## src/rtl/branch_predictor.sv

```systemverilog
`default_nettype none
// ============================================================================
//  Module      : branch_predictor
//  Description : Dynamic conditional-branch predictor. A table of 2-bit
//                saturating counters is indexed by PC (bimodal) or by
//                PC XOR global history (gshare). After reset the table is
//                filled with CNT_INIT, one entry per cycle. Lookup is
//                combinational. Training uses only the index that travelled
//                down the pipe with the branch.
//  Revision    : 1.0  initial release
// ============================================================================
module branch_predictor #(
  parameter int         XLEN     = 32,
  parameter int         ENTRIES  = 64,
  parameter int         GHR_BITS = 6,
  parameter int         MODE     = 0,
  parameter logic [1:0] CNT_INIT = 2'b01,
  localparam int        IW       = $clog2(ENTRIES)
) (
  input  logic            clk,
  input  logic            rstn,
  input  logic [XLEN-1:0] pc_IF,
  output logic            predict,
  output logic [IW-1:0]   pred_idx,
  output logic            busy,
  input  logic            upd_valid,
  input  logic [IW-1:0]   upd_idx,
  input  logic            upd_taken,
  input  logic            upd_mispredict,
  output logic [31:0]     stat_branches,
  output logic [31:0]     stat_mispred
);

  typedef enum logic [0:0] {
    ST_INIT = 1'b0,
    ST_RUN  = 1'b1
  } state_t;

  state_t            state_q, state_d;
  logic [IW-1:0]     wptr_q, wptr_d;
  logic [GHR_BITS-1:0] ghr_q, ghr_d;
  logic [GHR_BITS-1:0] ghr_shift;
  logic [31:0]       stat_br_q, stat_br_d;
  logic [31:0]       stat_mp_q, stat_mp_d;
  logic [1:0]        cnt_q [ENTRIES];
  logic [1:0]        upd_cnt_d;
  logic [IW-1:0]     ghr_ext;
  logic [IW-1:0]     lookup_idx;
  logic              run_upd;

  // PC bits outside the index field carry no prediction information.
  logic w_pc_unused;
  assign w_pc_unused = ^{pc_IF[XLEN-1:IW+2], pc_IF[1:0]};

  // History shift: newest outcome enters at bit 0.
  generate
    if (GHR_BITS == 1) begin : g_ghr_one
      assign ghr_shift = upd_taken;
    end else begin : g_ghr_shift
      assign ghr_shift = {ghr_q[GHR_BITS-2:0], upd_taken};
    end
  endgenerate

  assign run_upd = (state_q == ST_RUN) && upd_valid;

  // Index generation, history zero-extended to the index width.
  always_comb begin
    ghr_ext                 = '0;
    ghr_ext[GHR_BITS-1:0]   = ghr_q;
    lookup_idx              = pc_IF[IW+1:2];
    if (MODE == 1) begin
      lookup_idx = pc_IF[IW+1:2] ^ ghr_ext;
    end
  end

  // Lookup outputs are forced quiet while the table is being filled.
  always_comb begin
    busy     = (state_q == ST_INIT);
    predict  = 1'b0;
    pred_idx = '0;
    if (state_q == ST_RUN) begin
      predict  = cnt_q[lookup_idx][1];
      pred_idx = lookup_idx;
    end
  end

  // Saturating increment/decrement of the entry being trained.
  always_comb begin
    upd_cnt_d = cnt_q[upd_idx];
    if (upd_taken) begin
      if (cnt_q[upd_idx] != 2'b11) upd_cnt_d = cnt_q[upd_idx] + 2'b01;
    end else begin
      if (cnt_q[upd_idx] != 2'b00) upd_cnt_d = cnt_q[upd_idx] - 2'b01;
    end
  end

  // FSM next state plus history, fill pointer and statistics.
  always_comb begin
    state_d   = state_q;
    wptr_d    = wptr_q;
    ghr_d     = ghr_q;
    stat_br_d = stat_br_q;
    stat_mp_d = stat_mp_q;
    case (state_q)
      ST_INIT: begin
        wptr_d = wptr_q + 1'b1;
        if (wptr_q == IW'(ENTRIES - 1)) state_d = ST_RUN;
      end
      ST_RUN: begin
        if (upd_valid) begin
          ghr_d     = ghr_shift;
          stat_br_d = stat_br_q + 32'd1;
          if (upd_mispredict) stat_mp_d = stat_mp_q + 32'd1;
        end
      end
      default: state_d = ST_INIT;
    endcase
  end

  // Control registers with synchronous active-low reset.
  always_ff @(posedge clk) begin
    if (!rstn) begin
      state_q   <= ST_INIT;
      wptr_q    <= '0;
      ghr_q     <= '0;
      stat_br_q <= '0;
      stat_mp_q <= '0;
    end else begin
      state_q   <= state_d;
      wptr_q    <= wptr_d;
      ghr_q     <= ghr_d;
      stat_br_q <= stat_br_d;
      stat_mp_q <= stat_mp_d;
    end
  end

  // Counter table: filled during INIT, trained by resolved branches in RUN.
  always_ff @(posedge clk) begin
    if (rstn) begin
      if (state_q == ST_INIT) begin
        cnt_q[wptr_q] <= CNT_INIT;
      end else if (run_upd) begin
        cnt_q[upd_idx] <= upd_cnt_d;
      end
    end
  end

  assign stat_branches = stat_br_q;
  assign stat_mispred  = stat_mp_q;

endmodule
`default_nettype wire

```

## config.mk

```make
export PLATFORM = sky130hd
export DESIGN_NAME = branch_predictor
export DESIGN_NICKNAME = d
export VERILOG_FILES = /design/src/rtl/branch_predictor.sv
export SDC_FILE = /design/constraint.sdc
export NUM_CORES = 1
export LEC_CHECK = 0
export CORE_MARGIN = 1
export CORE_UTILIZATION = 50
export DETAILED_ROUTE_END_ITERATION = 12
export GPL_TIMING_DRIVEN = 0
export HOLD_SLACK_MARGIN = 0.03
export PLACE_DENSITY = 0.74
export REMOVE_ABC_BUFFERS = 1
export SYNTH_ARGS = -nofsm -noshare
export SYNTH_HDL_FRONTEND = slang
export SYNTH_SLANG_ARGS = --single-unit
```

## constraint.sdc

```tcl
create_clock -name clk -period 5.23 [get_ports clk]
set_input_delay 0.523 -clock clk [delete_from_list [all_inputs] [get_ports clk]]
set_output_delay 0.523 -clock clk [all_outputs]
set_load 0.005 [all_outputs]
```

==> results.toml <==
[layout]
n_antenna_cell = 0
drive_above_1_share_pct = 11.48
nets = 852
syn_to_final_growth_pct = 18.53
fin_area_um2 = 10970

[grt]
first_global_vias = 6226
grt_antenna_before_repair = 0
grt_use_total_pct = 22.36
grt-ovfl-total = 0
grt_pass1_wl_um = 33420
grt_max_degree = 49

[critical_path]
crit_type = "in2out"
critical_path.startpoint_type = "primary input"
crit_arrival_ps = 4170
critical-path-slowest-cell = "clkdlybuf4s50_1"
ff2ff_path_depth = 7
endpoint_kind = "output port"
r2r_start = "cnt_q[35][0]$_DFFE_PP_"
r2r-end = "cnt_q[31][1]$_DFFE_PP_"
worstPathCellList = "clkdlybuf4s50_1 -> mux4_1 -> mux4_2 -> mux4_2 -> and2_1 -> clkdlybuf4s50_1"
crit_required_ps = 4710
critPathMaxFanout = 17
rrSetupSlack_ps = 1970
slowest_delay_ps = 1330

[floorplanning]
die_x_um = 138.1
die_area_um2 = 19060
rows = 49
die_h_um = 138.1
core_um2 = 18020
io_pins = 115
initial_core_util_pct = 51.35

[routing]
drtIter0Drc = 533
via_per_inst = 5.904
ant_nets = 0
drtPass1Iterations = 4
post_drt_wl_per_cell_um = 19.57
vias = 6187
drc = 0
wl_um = 20510

[min_path]
hold_path_startpoint = "stat_mispred[1]$_SDFFE_PN0P_"
hold_path_class = "reg2reg"
min_to = "stat_mispred[1]$_SDFFE_PN0P_"
holdPathStages = 2

[timing]
skew_ps = 9.618
finalSetupTns_ps = 0
fmax_mhz = 213.1
finalHoldViolCount = 0
report.final.slew_viol_count = 0
layout_min_cycle_time_ps = 4692
tightest_slew_ps = 1285
relSlewSlack_pct = 14.09
rsz0062_at_grt = "no"
setup_violations = 0
whs_ps = 513.8
period_share_pct = 89.72

[clock_tree]
clkLatencyLatePin_ps = 430
htreeDepth = 4
cts_buffer_depth = 2
cts_tree = "yes"
hold_buffers = 0
post_cts_buffers = 0
clk_pin_slew_ps = 70
cts_buffers = 17
cts_sinks = 199
clock-root-buffer = "clkbuf_16"
cts-resized-gates = 0

[placement]
gp_congestion = 0.8836
dpl.hpwl_um = 13890
io_buffer_count = 88
place_area_um2 = 10350

[run_status]
status = "completed"

[synthesis]
synth-main-ff-cell = "edfxtp_1"
syn-cell-area_um2 = 9255
synth.avg_cell_area_um2 = 12.71
yosys.area.top_type = "edfxtp_1"
netlist_instances = 728
synth_cell_types = 45
synth_edf_count = 128
synthTopCellsByArea = "edfxtp_1 42%, dfxtp_1 15%, mux4_2 12%, and2_1 4.3%, xnor2_1 4.0%"
yosys_register_bits = 199
ys_warn_count = 0
yosysTopAreaCellShare_pct = 41.53
async_reset_ff_share_pct = 0
ys_seq_area_share_pct = 56.89

[power]
peakVddDrop_uv = 214.0
power.leakage_nw = 3.841
power.density_nw_per_um2 = 286.0

[flow_run]
cap_violations = 0
critical path, delay by kind of cell:
family        cells  cell delay, ps
buf+inv           2            1760
mux               3            1710
simple gates      1             170
cells in the mapped netlist, types with 5 or more instances:
cell type / instances
edfxtp_1: 128
nor2_1: 73
dfxtp_1: 71
and2_1: 63
nand2_1: 62
mux4_2: 48
xnor2_1: 42
nand3_1: 33
clkbuf_1: 23
o21ai_0: 22
xor2_1: 15
and3_1: 14
nor2b_1: 14
nand4_1: 13
or3_1: 12
a21boi_0: 10
and4_1: 7
nand2b_1: 6
nor3_1: 6
mux4_1: 5
o22ai_1: 5
power breakdown:
part / switching, mW / internal (mW)
clock: 0.593 / 0.755
sequential: 0.00468 / 1.65
combinational: 0.0742 / 0.0544
total: 0.672 / 2.46
stage by stage:
step	instances	power (mW)	util (%)	setup slack, ps
after floorplan	695	1.753	-	132.6
after global placement	1012	1.818	56.90	-4764
after detailed placement	1016	1.823	57.43	524.6
after CTS	1048	3.154	60.86	523.8
after global routing	1048	3.219	60.86	384.3
final	1048	3.137	60.86	537.9
cell families (layout without fill, tap and decap cells):
family	count (synthesis)	count (layout)	share of synthesized area [%]
AOI/OAI and AO/OA	59	59	4.069
and+or+nand+nor	314	314	17.51
adders and majority gates	3	3	0.4056
buffers and inverters	37	128	1.960
DFF	199	199	56.89
muxes	59	59	13.78
xor gates and xnor gates	57	57	5.394
worst max-delay path by stage:
stage / to / depth (start not counted) / from
2_1_floorplan: cnt_q[0][0]$_DFFE_PP_ / 6 / upd_idx[0]
3_3_place_gp: cnt_q[18][0]$_DFFE_PP_ / 7 / upd_idx[0]
6_report: predict / 6 / pc_IF[2]
3_5_place_dp: predict / 6 / pc_IF[2]
5_1_grt: predict / 6 / pc_IF[2]
4_1_cts: predict / 6 / pc_IF[2]
metal layers:
| layer | wire [µm] | global-route usage (%) | vias to the layer above |
|---|---|---|---|
| li1 | - | - | 2857 |
| met1 | 8372 | 28.08 | 3072 |
| met2 | 10480 | 38.82 | 235 |
| met3 | 1438 | 4.884 | 23 |
| met4 | 220 | 6.478 | 0 |
| met5 | 0 | 0 | - |
final cells by class:
type / instances / area, µm²
clock inverter: 10 / 91.34
clock buffer: 22 / 528.0
multi-input combinational: 492 / 3831
inverter: 4 / 15.01
timing repair buffer: 92 / 953.4
sequential: 199 / 5265
fill: 1373 / 7054
tap: 229 / 286.5
registers in the layout, summed over array words and instances (netlist names):
signal         flops
state_q            1
stat_mispred      32
cnt_q            128
stat_branches     32
wptr_q             6
placed cells by master (no fill, tap or decap), drive strengths merged, types with 2 or more instances in the layout:
cell,instances
o22ai,5
nand2b,6
o21ai,22
nand4,14
nor3,6
clkinv,3
inv,10
mux2,2
and3,14
mux2i,4
xor2,15
o21a,4
nor4,4
mux4,53
and4,7
and2,63
o31a,2
ha,3
a22oi,4
nand3,33
or2,2
dfxtp,71
nand2,62
edfxtp,128
a21oi,4
buf,7
xnor2,42
nand3b,2
clkdlybuf4s50,85
nor2b,14
clkbuf,22
nor2,73
o31ai,3
a21boi,12
or3,12
No activity file was read; power rests on OpenSTA's default activity.
